## config.mk

```make
export PLATFORM = sky130hd
export DESIGN_NAME = branch_resolve_queue
export DESIGN_NICKNAME = d
export VERILOG_FILES = /design/src/rtl/branch_resolve_queue.sv
export SDC_FILE = /design/constraint.sdc
export NUM_CORES = 1
export LEC_CHECK = 0
export BUFFER_PORTS_ARGS = -buffer_cell sky130_fd_sc_hd__buf_2
export CELL_PAD_IN_SITES_DETAIL_PLACEMENT = 1
export CELL_PAD_IN_SITES_GLOBAL_PLACEMENT = 2
export CORE_UTILIZATION = 40
export DETAILED_ROUTE_END_ITERATION = 8
export GPL_TIMING_DRIVEN = 0
export PLACE_DENSITY_LB_ADDON = 0.1
export SLEW_MARGIN = 20
export SYNTH_ARGS = -nofsm -noshare
export SYNTH_HDL_FRONTEND = slang
export SYNTH_SLANG_ARGS = --single-unit
```

## constraint.sdc

```tcl
create_clock -name clk -period 3.4 [get_ports clk]
set_clock_uncertainty 0.1 [all_clocks]
set_input_delay 0.17 -clock clk [delete_from_list [all_inputs] [get_ports clk]]
set_output_delay 0.17 -clock clk [all_outputs]
set_load 0.01 [all_outputs]
```

## src/rtl/branch_resolve_queue.sv

```systemverilog
// In-order queue of in-flight predicted branches: trains the predictor and raises a mispredict/redirect on resolve.
// Optional feature macro: BRQ_STATS_EN adds saturating resolve / mispredict counters.
module branch_resolve_queue #(
    parameter int DEPTH = 4,
    parameter int IDX_W = 4,
    parameter int PC_W  = 32
) (
    input  logic                     clk,
    input  logic                     reset,
    input  logic                     fetch_valid,
    input  logic [PC_W-1:0]          fetch_pc,
    input  logic                     fetch_pred,
    output logic                     fetch_ready,
    input  logic                     ex_valid,
    input  logic                     ex_taken,
    input  logic [PC_W-1:0]          ex_target,
    output logic                     upd_valid,
    output logic [IDX_W-1:0]         upd_index,
    output logic                     upd_taken,
    output logic                     mispredict,
    output logic [PC_W-1:0]          redirect_pc,
    output logic                     resolve_err,
    output logic [$clog2(DEPTH):0]   count
`ifdef BRQ_STATS_EN
    ,
    output logic [15:0]              stat_branches,
    output logic [15:0]              stat_mispred
`endif
);

    localparam int PTR_W = $clog2(DEPTH);
    localparam int CNT_W = PTR_W + 1;
    localparam logic [PTR_W-1:0] PTR_ONE   = PTR_W'(1);
    localparam logic [CNT_W-1:0] CNT_ONE   = CNT_W'(1);
    localparam logic [CNT_W-1:0] CNT_DEPTH = CNT_W'(DEPTH);
    localparam logic [PC_W-1:0]  PC_STEP   = PC_W'(4);

    // Sequential fall-through address of a not-taken branch, wrapping at PC_W.
    function automatic logic [PC_W-1:0] next_seq_pc(input logic [PC_W-1:0] pc);
        return pc + PC_STEP;
    endfunction

    logic [PC_W-1:0]  pc_mem_r   [DEPTH];
    logic             pred_mem_r [DEPTH];
    logic [PTR_W-1:0] head_r, tail_r;
    logic [CNT_W-1:0] count_r;

    logic             upd_valid_r, upd_taken_r, mispredict_r, resolve_err_r;
    logic [IDX_W-1:0] upd_index_r;
    logic [PC_W-1:0]  redirect_pc_r;

    logic             fetch_ready_s, enq_s, res_s, mis_s, empty_res_s;
    logic [PC_W-1:0]  head_pc_s, redirect_s;
    logic             head_pred_s;
    logic [CNT_W-1:0] count_next_s;
    logic [PTR_W-1:0] head_next_s, tail_next_s;

    assign fetch_ready_s = (count_r < CNT_DEPTH);

    // Decode this cycle's enqueue/resolve/flush and the next pointer/occupancy state.
    always_comb begin
        head_pc_s    = pc_mem_r[head_r];
        head_pred_s  = pred_mem_r[head_r];
        enq_s        = fetch_valid && fetch_ready_s;
        res_s        = ex_valid && (count_r != {CNT_W{1'b0}});
        empty_res_s  = ex_valid && (count_r == {CNT_W{1'b0}});
        mis_s        = res_s && (head_pred_s != ex_taken);
        redirect_s   = next_seq_pc(head_pc_s);
        count_next_s = count_r;
        head_next_s  = head_r;
        tail_next_s  = tail_r;
        if (ex_taken) begin
            redirect_s = ex_target;
        end else begin
            redirect_s = next_seq_pc(head_pc_s);
        end
        if (mis_s) begin
            // Younger entries, and any same-cycle fetch, are wrong-path.
            count_next_s = {CNT_W{1'b0}};
            head_next_s  = {PTR_W{1'b0}};
            tail_next_s  = {PTR_W{1'b0}};
        end else begin
            if (enq_s) begin
                tail_next_s = tail_r + PTR_ONE;
            end else begin
                tail_next_s = tail_r;
            end
            if (res_s) begin
                head_next_s = head_r + PTR_ONE;
            end else begin
                head_next_s = head_r;
            end
            case ({enq_s, res_s})
                2'b10:   count_next_s = count_r + CNT_ONE;
                2'b01:   count_next_s = count_r - CNT_ONE;
                default: count_next_s = count_r;
            endcase
        end
    end

    // Entry storage; contents are qualified by count, so no reset is needed.
    always_ff @(posedge clk) begin
        if (enq_s && !mis_s) begin
            pc_mem_r[tail_r]   <= fetch_pc;
            pred_mem_r[tail_r] <= fetch_pred;
        end
    end

    // Pointers, occupancy and registered resolve outputs.
    always_ff @(posedge clk) begin
        if (reset) begin
            head_r        <= {PTR_W{1'b0}};
            tail_r        <= {PTR_W{1'b0}};
            count_r       <= {CNT_W{1'b0}};
            upd_valid_r   <= 1'b0;
            upd_index_r   <= {IDX_W{1'b0}};
            upd_taken_r   <= 1'b0;
            mispredict_r  <= 1'b0;
            redirect_pc_r <= {PC_W{1'b0}};
            resolve_err_r <= 1'b0;
        end else begin
            head_r        <= head_next_s;
            tail_r        <= tail_next_s;
            count_r       <= count_next_s;
            upd_valid_r   <= res_s;
            mispredict_r  <= mis_s;
            resolve_err_r <= empty_res_s;
            if (res_s) begin
                upd_index_r   <= head_pc_s[IDX_W-1:0];
                upd_taken_r   <= ex_taken;
                redirect_pc_r <= redirect_s;
            end
        end
    end

`ifdef BRQ_STATS_EN
    logic [15:0] stat_branches_r, stat_mispred_r;

    // Saturating resolve and mispredict counters.
    always_ff @(posedge clk) begin
        if (reset) begin
            stat_branches_r <= 16'h0000;
            stat_mispred_r  <= 16'h0000;
        end else begin
            if (res_s && (stat_branches_r != 16'hFFFF)) begin
                stat_branches_r <= stat_branches_r + 16'h0001;
            end
            if (mis_s && (stat_mispred_r != 16'hFFFF)) begin
                stat_mispred_r <= stat_mispred_r + 16'h0001;
            end
        end
    end

    assign stat_branches = stat_branches_r;
    assign stat_mispred  = stat_mispred_r;
`endif

    assign fetch_ready = fetch_ready_s;
    assign upd_valid   = upd_valid_r;
    assign upd_index   = upd_index_r;
    assign upd_taken   = upd_taken_r;
    assign mispredict  = mispredict_r;
    assign redirect_pc = redirect_pc_r;
    assign resolve_err = resolve_err_r;
    assign count       = count_r;

endmodule

```

==> results.md <==
* Tmin final at 3.32 ns
* Post-synth top flop: edfxtp_1
* Ys async rst share at 0%
* Antenna violations before repair at 0
* Layout cells sized above 1 at between 20% and 30%
* Cell variety after synth at 50
* Mean Syn Cell Area at between 15 and 20 um^2
* Num rows at 50
* Largest net degree at the start of global routing at 25
* Crit-path cells: buf_6 -> buf_12 -> buf_12 -> mux4_1 -> xnor2_1 -> nor2_1 -> nor2_1 -> and2_2 -> buf_16
* Post-CTS Resized at 0
* Die area at 0.0196 mm^2
* Nets@finish at between 700 and 800
* Max frequency at 0.301 GHz
* Via/cell ratio at 5.23
* CP Launch Type: flop
* Fill count at 1872
* Commonest non-fill, non-tap cell in the layout: edfxtp_1
* RSZ-0062 raised after global routing: true
* Diode count at 0
* Final Hold Viols at 0
* I/O pins at 114
* Relative slew slack at 43.7%
* Commonest cells after routing, fill and taps aside: 132 x edfxtp_1, 113 x buf_2, 50 x dlygate4sd3_1
* GP Congestion at 0.800
* Port Buffers at 112
* Pwr Density at 765 mW/mm^2
* Hold WS at 0.0459 ns
* VDD IR max at 509 uV
* Clock sinks at 181
* DRC at 0
* Postcts setup bufs at 0
* Clock tree buffer depth at 2
* WL final at 19500 um
* CTS tree: yes
* Total core area at 0.0187 mm^2
* Wire per inst at approximately 21 um
* Syn nets at 585
* Root Driver: clkbuf_16
* Initial Utilization at about 40%
* Worst Path Arrival at approximately 3.4 ns
* Worst path max stage delay at 0.61 ns
* Clk Latency, worst-skew pair at 0.43 ns
* Final number of setup-violating endpoints at 0
* Vias in the first global route at roughly 5200
* Number of synthesized register bits at 181
* Worst Tran Pin Value at roughly 0.84 ns
* Gr busiest metal: met2
* Max-cap viol count at 0
* Die width at 140 um
* M3 GR Usage at under 10%
* Final Cycle Share at 97.6%
* Status: finished, final reports clean
* First-pass GRT wire length at approximately 30000 um
* ANT nets after route at 0
* Mapped cell area at approximately 0.0076 mm^2
* Vias at approximately 5000
* Met1 GRT Util at ~28%
* Grt ovf at 0
* Clk slew on worst S/H paths at 0.07 ns
* Critical path type: flop to flop
* Leakage at 3.50 nW
* Crit-path slowest cell: mux4_1
* GRT met2 Usage at between 30 and 40%
* Synthesis-to-finish area growth at 26.8%
* First-pass DRT Iterations at 4
* Die Ht at 140 um
* Syn Inst Count at 508
* Placed Cells at 858
* DR iter-0 viols at 235
* CTS Buf Count at 17
* CP endpoint kind: flop
* Slew Viols, Final at 0
* Non-filler cells, final at 940
* Worst Path Max Fanout at 19
* H-Tree Depth at 4
* Overall global routing resource usage at between 20% and 30%
* Post-synth EDFFs at 132
* CP required at 3.44 ns
* Hpwl dp at 13900 um
* Worst min path class: primary input to flop
* Post-synthesis sequential area ratio at roughly 65%
* Synth warn at 0
## area by class of cell
class | instances | area (um^2) | share of cell area, %
plain buffers | 30 | 221 | 2.29
clock buffers | 18 | 429 | 4.44
clock inverters | 14 | 164 | 1.69
inverters | 14 | 52.6 | 0.543
multi-input cells | 283 | 2410 | 25.0
flip-flops and latches | 181 | 4940 | 51.1
well taps | 234 | 293 | 3.03
repair buffers | 166 | 1160 | 11.9
## power by group
part	internal (W)	switching [W]	total [W]
sequential	0.00281	0.000156	0.00297
clock	0.00111	0.000893	0.00200
combinational	0.00103	0.00140	0.00243
## path summary, 6_finish.rpt
check | startpoint | endpoint | slack (ns) | cells after the start
worst max-delay path | flop | pc_mem_r[3][21] | 0.08 | 9
worst min-delay path | ex_target[2] | redirect_pc[2] | 0.05 | 5
worst max register to register | flop | pc_mem_r[3][21] | 0.08 | 9
worst min register to register | upd_index[2] | upd_index[2] | 0.37 | 2
## cells by family (layout without fill, tap and decap cells)
group | count (synthesis) | count (layout) | synth area share (%)
compound gates | 72 | 72 | 5.81
xor+xnor | 33 | 33 | 3.79
fa+ha+maj | 7 | 7 | 1.25
buf+inv | 44 | 242 | 3.59
flops | 181 | 181 | 64.8
mux | 34 | 34 | 11.0
simple gates | 137 | 137 | 9.79
## Yosys cell counts, types with 14 or more instances
cell / count / share of area (%)
mux4_1: 22 / 7.6
nand2_1: 46 / 2.3
nor2_1: 21 / 1.0
clkbuf_1: 17 / 0.84
edfxtp_1: 132 / 52
a21oi_1: 27 / 1.8
dfxtp_1: 49 / 13
xnor2_1: 26 / 3.0
inv_1: 14 / 0.69
and3_1: 14 / 1.1
## sequential cells by signal (all words and copies together) (netlist names), named ones only
| name | count |
|---|---|
| redirect_pc | 32 |
| upd_taken | 1 |
| resolve_err | 1 |
| tail_r | 2 |
| upd_valid | 1 |
| head_r | 2 |
| count | 3 |
| pred_mem_r | 4 |
| upd_index | 4 |
| pc_mem_r | 128 |
| mispredict | 1 |
## repair_timing
item,CTS,global route
hold buffers,50,0
setup endpoints to repair,0,30
hold endpoints to repair,149,0
## metal layers
metal	part of all wire (%)	wire, um	vias to the layer above
met5	0	0	-
li1	-	-	2323
met2	47	9170	129
met4	0.78	151	0
met1	49	9470	2452
met3	3.6	696	13
## critical path, delay by kind of cell (launching register included)
family,cells,cell delay (ns)
DFF,1,0.34
xor gates and xnor gates,1,0.30
and+or+nand+nor,3,0.94
muxes,1,0.61
buffers and inverters,4,0.71
## per-stage QoR
| stage | power (W) | area, um^2 | setup slack [ns] | util [%] | setup TNS [ns] |
|---|---|---|---|---|---|
| after floorplan | 0.00457 | 7630 | 0.380 | - | 0 |
| after global placement | 0.00530 | 8480 | -0.641 | 45.3 | -81.88 |
| after detailed placement | 0.00543 | 8580 | 0.0221 | 45.9 | 0 |
| after CTS | 0.00747 | 9680 | 0.0203 | 51.7 | 0 |
| after global routing | 0.00777 | 9680 | -0.0967 | 51.7 | -2.64 |
| final | 0.00740 | 9680 | 0.0830 | 51.7 | 0 |
Power figures use the tool's default switching activity.
